<file path="config.mk">
export PLATFORM = sky130hd
export DESIGN_NAME = reg_fifo
export DESIGN_NICKNAME = d
export VERILOG_FILES = /design/src/rtl/reg_fifo.sv
export SDC_FILE = /design/constraint.sdc
export NUM_CORES = 1
export LEC_CHECK = 0
export CORE_ASPECT_RATIO = 0.5
export CORE_UTILIZATION = 40
export DETAILED_ROUTE_END_ITERATION = 10
export PLACE_DENSITY = 0.59
export SKIP_CTS_REPAIR_TIMING = 1
export SYNTH_ARGS = -nofsm -noshare
export SYNTH_HDL_FRONTEND = slang
export SYNTH_SLANG_ARGS = --single-unit
</file>
<file path="constraint.sdc">
create_clock -name clk_i -period 3.3 [get_ports clk_i]
set_input_delay 0.495 -clock clk_i [delete_from_list [all_inputs] [get_ports clk_i]]
set_output_delay 0.495 -clock clk_i [all_outputs]
set_load 0.05 [all_outputs]
</file>
<file path="src/rtl/reg_fifo.sv">
// Synchronous FIFO with a registered read port and a one-cycle valid pulse.
// Define REG_FIFO_ERR_EN to add the sticky ovf_o/udf_o flags and the clr_err_i input.
module reg_fifo #(
  parameter int unsigned DATA_W              = 21,
  parameter int unsigned DEPTH_LOG2          = 3,
  parameter logic [DATA_W-1:0] RST_VAL       = '0
) (
  input  logic                  clk_i,
  input  logic                  rst_i,
  input  logic                  en_i,
  input  logic                  wr_e_i,
  input  logic [DATA_W-1:0]     wr_d_i,
  input  logic                  rd_e_i,
  output logic [DATA_W-1:0]     rd_d_o,
  output logic                  rd_v_o,
  output logic                  full_o,
  output logic                  empty_o,
`ifdef REG_FIFO_ERR_EN
  output logic                  ovf_o,
  output logic                  udf_o,
  input  logic                  clr_err_i,
`endif
  output logic [DEPTH_LOG2:0]   level_o
);

  localparam int unsigned Depth = 2 ** DEPTH_LOG2;
  localparam logic [DEPTH_LOG2:0] LevelFull = (DEPTH_LOG2 + 1)'(Depth);

  logic [DATA_W-1:0]     mem_q [Depth];
  logic [DEPTH_LOG2-1:0] wr_ptr_q, wr_ptr_d;
  logic [DEPTH_LOG2-1:0] rd_ptr_q, rd_ptr_d;
  logic [DEPTH_LOG2:0]   level_q, level_d;
  logic [DATA_W-1:0]     rd_d_q, rd_d_d;
  logic                  rd_v_q, rd_v_d;
  logic                  full, empty;
  logic                  wr_acc, rd_acc;

  assign full  = (level_q == LevelFull);
  assign empty = (level_q == '0);

  // A write into a full FIFO is allowed only when a read frees a slot in the same cycle.
  assign rd_acc = en_i & rd_e_i & ~empty;
  assign wr_acc = en_i & wr_e_i & (~full | rd_acc);

  always_comb begin
    wr_ptr_d = wr_ptr_q;
    rd_ptr_d = rd_ptr_q;
    level_d  = level_q;
    rd_d_d   = rd_d_q;
    rd_v_d   = rd_v_q;
    if (en_i) begin
      rd_v_d = rd_acc;
      if (wr_acc) begin
        wr_ptr_d = wr_ptr_q + 1'b1;
      end
      if (rd_acc) begin
        rd_ptr_d = rd_ptr_q + 1'b1;
        rd_d_d   = mem_q[rd_ptr_q];
      end
      unique case ({wr_acc, rd_acc})
        2'b10:   level_d = level_q + 1'b1;
        2'b01:   level_d = level_q - 1'b1;
        default: level_d = level_q;
      endcase
    end
  end

  always_ff @(posedge clk_i) begin
    if (rst_i) begin
      wr_ptr_q <= '0;
      rd_ptr_q <= '0;
      level_q  <= '0;
      rd_d_q   <= RST_VAL;
      rd_v_q   <= 1'b0;
    end else begin
      wr_ptr_q <= wr_ptr_d;
      rd_ptr_q <= rd_ptr_d;
      level_q  <= level_d;
      rd_d_q   <= rd_d_d;
      rd_v_q   <= rd_v_d;
    end
  end

  // Storage is deliberately not reset; a write in the reset cycle is discarded.
  always_ff @(posedge clk_i) begin
    if (!rst_i && wr_acc) begin
      mem_q[wr_ptr_q] <= wr_d_i;
    end
  end

`ifdef REG_FIFO_ERR_EN
  logic ovf_q, ovf_d;
  logic udf_q, udf_d;
  logic ovf_set, udf_set;

  assign ovf_set = en_i & wr_e_i & full & ~rd_acc;
  assign udf_set = en_i & rd_e_i & empty;

  // Set takes priority over a same-cycle clear.
  always_comb begin
    ovf_d = ovf_q;
    udf_d = udf_q;
    if (en_i) begin
      ovf_d = ovf_set | (ovf_q & ~clr_err_i);
      udf_d = udf_set | (udf_q & ~clr_err_i);
    end
  end

  always_ff @(posedge clk_i) begin
    if (rst_i) begin
      ovf_q <= 1'b0;
      udf_q <= 1'b0;
    end else begin
      ovf_q <= ovf_d;
      udf_q <= udf_d;
    end
  end

  assign ovf_o = ovf_q;
  assign udf_o = udf_q;
`endif

  assign rd_d_o  = rd_d_q;
  assign rd_v_o  = rd_v_q;
  assign full_o  = full;
  assign empty_o = empty;
  assign level_o = level_q;

endmodule
</file>
==> impl_metrics.ini <==
[power_and_ir_drop]
clkPwrFrac = 0.375
p_int_mw = 3.983
power.density_nw_per_um2 = 573.9
power_switching_mw = 1.295
seqPwrFrac = 0.532
switching_share = 0.2454
p_comb_frac = 0.093
p_leak_nw = 2.799
peakVddDrop_v = 0.0004316
report.power.total_mw = 5.278

[placement]
place_inst = 706
gp_congestion = 0.7381
place_worst_setup_slack_ns = 0.6379
port_buffers = 53
dpl_cell_area_sq_um = 8640
dp_hpwl_mm = 8.367

[clocking]
cts_num_sinks = 200
cts_max_path_buffers = 2
cts_tree = yes
numCtsBuffers = 17
clk_pin_slew_worst_paths_ns = 0.08
h-tree-depth = 4
clk_root_buffer_cell = clkbuf_16
clk_latency_ns = 0.43

[sta]
clock_skew_ns = 0.01452
tightest_slew_ns = 0.6385
drv_slew = 0
whs_ns = 0.4740
timing.fmax_mhz = 371.1
hold_viol_final = 0
period_minus_slack_ns = 2.695
finalSetupViolations = 0
finalWorstSetupSlack_ns = 0.6053
post-route-period-util = 0.8166
rsz0062_at_grt = false
slew_headroom = 0.5743

[yosys]
synthDistinctLibCells = 36
yosys_warnings = 0
synth_nets = 427
synth_top_cell_by_area = edfxtp_1
synth_seq_area_share = 0.7392
syn_area_per_cell_sq_um = 19.42
synth.most_common_cell = edfxtp_1
async_flop_share = 0
synth-edff-count = 168
ys.flop_type = edfxtp_1
synthTopCellsByCount = 168 x edfxtp_1, 42 x mux4_2, 33 x nor2_1
syn_area_sq_um = 7691
synthTopCellsByArea = edfxtp_1 66%, mux4_2 12%, dfxtp_1 8.3%, mux2i_1 2.9%, a211oi_1 2.1%
synth_cells = 396
synth_top_area_frac = 0.6559
ys_seq_elements = 200

[drt]
wl_mm = 13.87
final_antenna_net_count = 0
wl_per_cell_um = 18.80
drc = 0
vias = 3658
drt_pass1_iterations = 5
drtIter0Drc = 200
drt-vias-per-instance = 4.957

[die]
io_pins = 54
rows = 35
die_x_um = 198.1
coreArea_sq_um = 18610
initial_utilization = 0.4132
die_y_um = 100.1
die_area_sq_um = 19820

[setup_path]
crit_slowest_cell = clkdlybuf4s50_1
crit_fanout = 6
crit_chain = nor4_4, clkdlybuf4s50_1
cp.required_ns = 2.80
end_kind = primary output
cp_top_family = buffers and inverters
crit_type = reg -> out
path_buf_inv = 1
cp.arrival_ns = 2.20
cp_slowest_stage_delay_ns = 0.89
setup.worst_path.start_class = register

[status]
status = finished clean

[global_routing]
grt_remaining_overflow = 0
antenna_found_initial = 0
grt_pass1_wl_mm = 21.68
grtUsageTotal = 0.1508
grt_start_max_net_pins = 45
grt_pass1_vias = 3750

[cells_and_area]
stdcell_area_sq_um = 9198
final_nets = 497
drive_above_1_share = 0.2338
fill_cells = 1525
final_cells = 738
diodes = 0
areaGrowthSynthToFinish_pct = 19.59

[hold_path]
holdCritPathClass = reg -> reg

[job]
cap_violations = 0
[per-layer routing]
| layer | up-vias | wire length (um) | track usage |
|---|---|---|---|
| li1 | 1720 | - | - |
| met3 | 8 | 303 | 0.03192 |
| met5 | - | 0 | 0 |
| met2 | 36 | 6424 | 0.2378 |
| met1 | 1894 | 7049 | 0.2099 |
| met4 | 0 | 95 | 0.05188 |
[final cells by class]
| cell class | count | area (sq um) | area share |
|---|---|---|---|
| Timing Repair Buffer | 72 | 698.2 | 0.07591 |
| Sequential cell | 200 | 5688 | 0.6184 |
| Clock inverter | 15 | 132.6 | 0.01442 |
| Clock buffer | 17 | 425.4 | 0.04625 |
| Tap cell | 259 | 324.1 | 0.03523 |
| Inverter | 5 | 18.77 | 0.002041 |
| Multi-Input combinational cell | 170 | 1911 | 0.2077 |
[power groups by stage]
stage                     logic, mW  registers [mW]  clock network (mW)
after floorplan               0.241            2.96                   0
after global placement        0.494            2.87                   0
after detailed placement      0.499            2.87                   0
after CTS                     0.499            2.81                2.03
after global routing          0.530            2.82                2.13
final                         0.490            2.81                1.98
[state kept, by name (all words and copies together) (netlist names)]
name / cells
wr_ptr_q: 3
rd_d_o: 21
mem_q: 168
rd_ptr_q: 3
level_o: 4
rd_v_o: 1
[stage by stage]
stage	setup TNS, ns	utilization
final	0	0.4942
after global routing	0	0.4942
after CTS	0	0.4942
after detailed placement	0	0.4642
after global placement	0	0.4642
after floorplan	-9.090	-
[final timing paths]
path,startpoint,endpoint,slack [ns],cells past startpoint
worst min-delay path,rd_v_o,rd_v_o,0.47,2
worst min register to register,rd_v_o,rd_v_o,0.47,2
worst max-delay path,level_o[3],empty_o,0.61,2
worst max register to register,level_o[3],level_o[3],1.17,8
[kinds of logic (layout without fill, tap and decap cells)]
kind of cell / count (synthesis) / count (layout) / synth area share
flip-flops: 200 / 200 / 0.7392
multiplexers: 64 / 64 / 0.1516
AND/OR/NAND/NOR: 60 / 60 / 0.03937
adder cells (fa/ha/maj): 5 / 5 / 0.009110
buffers and inverters: 26 / 109 / 0.01920
XOR/XNOR: 8 / 8 / 0.009110
AO/OA/AOI/OAI: 33 / 33 / 0.03237
[tightest hold or removal path, cell delays in order, from the launching register on]
cell,delay (ns)
dfxtp_1,0.31
nand2b_1,0.06
a21oi_1,0.06
[cell usage in the layout, fill, tap and decap left out, types with 12 or more instances in the layout]
master | synthesis | routed
mux4_2 | 42 | 42
edfxtp_1 | 168 | 168
nand2_1 | 12 | 12
nor2_1 | 33 | 30
mux2i_1 | 22 | 22
dfxtp_1 | 32 | 30
clkdlybuf4s50_1 | 0 | 53
clkbuf_16 | 0 | 17
a211oi_1 | 22 | 22
buf_4 | 5 | 17
Power figures use the tool's default switching activity.
==> RTL edit: new RTL, same settings <==
Register the output `level_o` once more; this adds one clock of latency there. The other outputs are not delayed to match.
--- a/src/rtl/reg_fifo.sv
+++ b/src/rtl/reg_fifo.sv
@@ -125,5 +125,7 @@
   assign full_o  = full;
   assign empty_o = empty;
-  assign level_o = level_q;
+  always_ff @(posedge clk_i) begin
+    level_o <= level_q;
+  end
 
 endmodule
Behaviour: not the same (Yosys sat finds a counterexample within 4 cycles, from zero or initial values and one cycle with rst_i high).
==> RTL edit against the unedited design <==
First-iteration DRC count is 23% higher; setup slack lost 0.055 ns; sequential share of layout area shrank 0.30 points; sequential cell count up 4; synthesized area increased by 1.0%; routed wire length is 2.0% higher; design area up 1.9%; total power increased by 3.6%; largest cell class unchanged; highest routed layer unchanged.
==> RTL edit: results (changes against the unedited design) <==
<table>
<tr><th>Metric</th><th>Value</th></tr>
<tr><th colspan="2">Timing</th></tr>
<tr><td>Final worst clock skew</td><td>0.01981 ns (+0.005290 ns)</td></tr>
<tr><td>Time the worst path needs with I/O delays and setup</td><td>2.749 ns (+0.05463 ns)</td></tr>
<tr><th colspan="2">Global route</th></tr>
<tr><td>Vias in the first global route</td><td>3761 (+0.29%)</td></tr>
<tr><td>Largest net degree at the start of global routing</td><td>33 (-27%)</td></tr>
<tr><td>First-pass GRT wire length</td><td>21980 um (+1.4%)</td></tr>
<tr><td>GR Util All Layers</td><td>14.68% (-0.41 points)</td></tr>
<tr><th colspan="2">Power and ir drop</th></tr>
<tr><td>Pleak</td><td>2.874 nW (+2.7%)</td></tr>
<tr><th colspan="2">Logic synthesis</th></tr>
<tr><td>Largest cells by area after synthesis</td><td>sky130_fd_sc_hd__edfxtp_1 65%, sky130_fd_sc_hd__mux4_2 12%, sky130_fd_sc_hd__dfxtp_1 9.3%</td></tr>
<tr><td>Net count after synthesis</td><td>431 (+0.94%)</td></tr>
<tr><td>Synthesized area divided by synthesized cell count</td><td>19.43 um2 (about the same)</td></tr>
<tr><td>Sequential element share of the synthesized area</td><td>74.19% (+0.27 points)</td></tr>
<tr><th colspan="2">Worst setup path</th></tr>
<tr><td>Start point of the critical path</td><td>level_q[3]</td></tr>
<tr><td>Worst reg2reg path depth</td><td>5 (-3)</td></tr>
<tr><td>Endpoint of the worst register-to-register path</td><td>mem_q[5][5]</td></tr>
<tr><td>Arrival time of data at the critical path endpoint</td><td>2.25 ns (+0.05 ns)</td></tr>
<tr><td>Worst reg2reg path startpoint</td><td>level_q[0]</td></tr>
<tr><td>Register-to-Register Setup Slack</td><td>1.11 ns (-0.06 ns)</td></tr>
<tr><th colspan="2">Cells and area</th></tr>
<tr><td>Share of final-layout standard cells stronger than drive strength 1</td><td>22.63% (-0.75 points)</td></tr>
<tr><td>Cell Count, Final, Fillers Out</td><td>745 (+0.95%)</td></tr>
<tr><th colspan="2">CTS</th></tr>
<tr><td>Latest clock arrival within the worst-skew pair</td><td>0.50 ns (+0.07 ns)</td></tr>
<tr><td>Total clock buffers created by CTS</td><td>19 (+2)</td></tr>
<tr><td>Clock transition at the register clock pins on the worst setup and hold paths after CTS</td><td>0.06 ns (-0.02 ns)</td></tr>
<tr><td>Buffer depth of the longest clock path</td><td>3 (+1)</td></tr>
<tr><th colspan="2">Detailed routing</th></tr>
<tr><td>Starting DRT DRC Count</td><td>245 (+23%)</td></tr>
<tr><td>Detailed Routing Iterations Pass 1</td><td>4 (-1)</td></tr>
<tr><td>Wire length per cell</td><td>19.00 um (+1.1%)</td></tr>
<tr><th colspan="2">Status</th></tr>
<tr><td>Outcome</td><td>finished, final reports clean</td></tr>
<tr><th colspan="2">Placed design</th></tr>
<tr><td>Pre-CTS setup slack</td><td>0.5200 ns (-0.1178 ns)</td></tr>
<tr><td>Placed standard-cell area</td><td>8777 um2 (+1.6%)</td></tr>
</table>
## RTL edit: critical path: cells and delay by family, from the launching register on
family,cells,cell delay (ns)
buf+inv,1,0.89
simple gates,1,0.49
flops,1,0.39
## RTL edit: where the power goes
part / switching (mW) / leakage (nW) / internal [mW]
sequential: 0.0422 / 1.81 / 2.83
combinational: 0.275 / 0.776 / 0.207
clock: 0.921 / 0.291 / 1.19
## RTL edit: kinds of logic after synthesis
family,synth area share (%)
XOR/XNOR,0.9017
buffers and inverters,1.900
AO/OA/AOI/OAI,3.204
AND/OR/NAND/NOR,3.896
multiplexers,15.01
adder cells (fa/ha/maj),0.9017
flip-flops,74.19
## RTL edit: through the flow
step / power [mW] / util (%)
finish: 5.468 / 50.12
global route: 5.659 / 50.12
CTS: 5.538 / 50.12
detailed placement: 3.423 / 46.94
global placement: 3.417 / 46.94
floorplan: 3.251 / -
## RTL edit: area by class of cell
type	count	area [um2]
inverter	5	18.77
sequential	204	5768
timing repair buffer	73	755.7
fill	1539	9326
clock inverter	9	77.57
clock buffer	25	518.0
tap	259	324.1
multi-input combinational	170	1911
## RTL edit: layer usage
| metal | up-vias | GRT usage, % | wire length, um |
|---|---|---|---|
| met5 | - | 0 | 0 |
| met4 | 0 | 3.550 | 247 |
| met3 | 22 | 2.777 | 576 |
| met2 | 61 | 22.59 | 6381 |
| met1 | 1921 | 21.63 | 6948 |
| li1 | 1735 | - | - |
## RTL edit: how the worst min path moves through the flow
stage / cells after the start / start / end / slack [ns]
3_3_place_gp: 0 / level_q[2] / level_o[2] / 0.46
6_report: 0 / level_q[2] / level_o[2] / 0.48
5_1_grt: 0 / level_q[3] / level_o[3] / 0.51
2_1_floorplan: 0 / level_q[3] / level_o[3] / 0.43
4_1_cts: 0 / level_q[2] / level_o[2] / 0.48
3_5_place_dp: 0 / level_q[2] / level_o[2] / 0.47
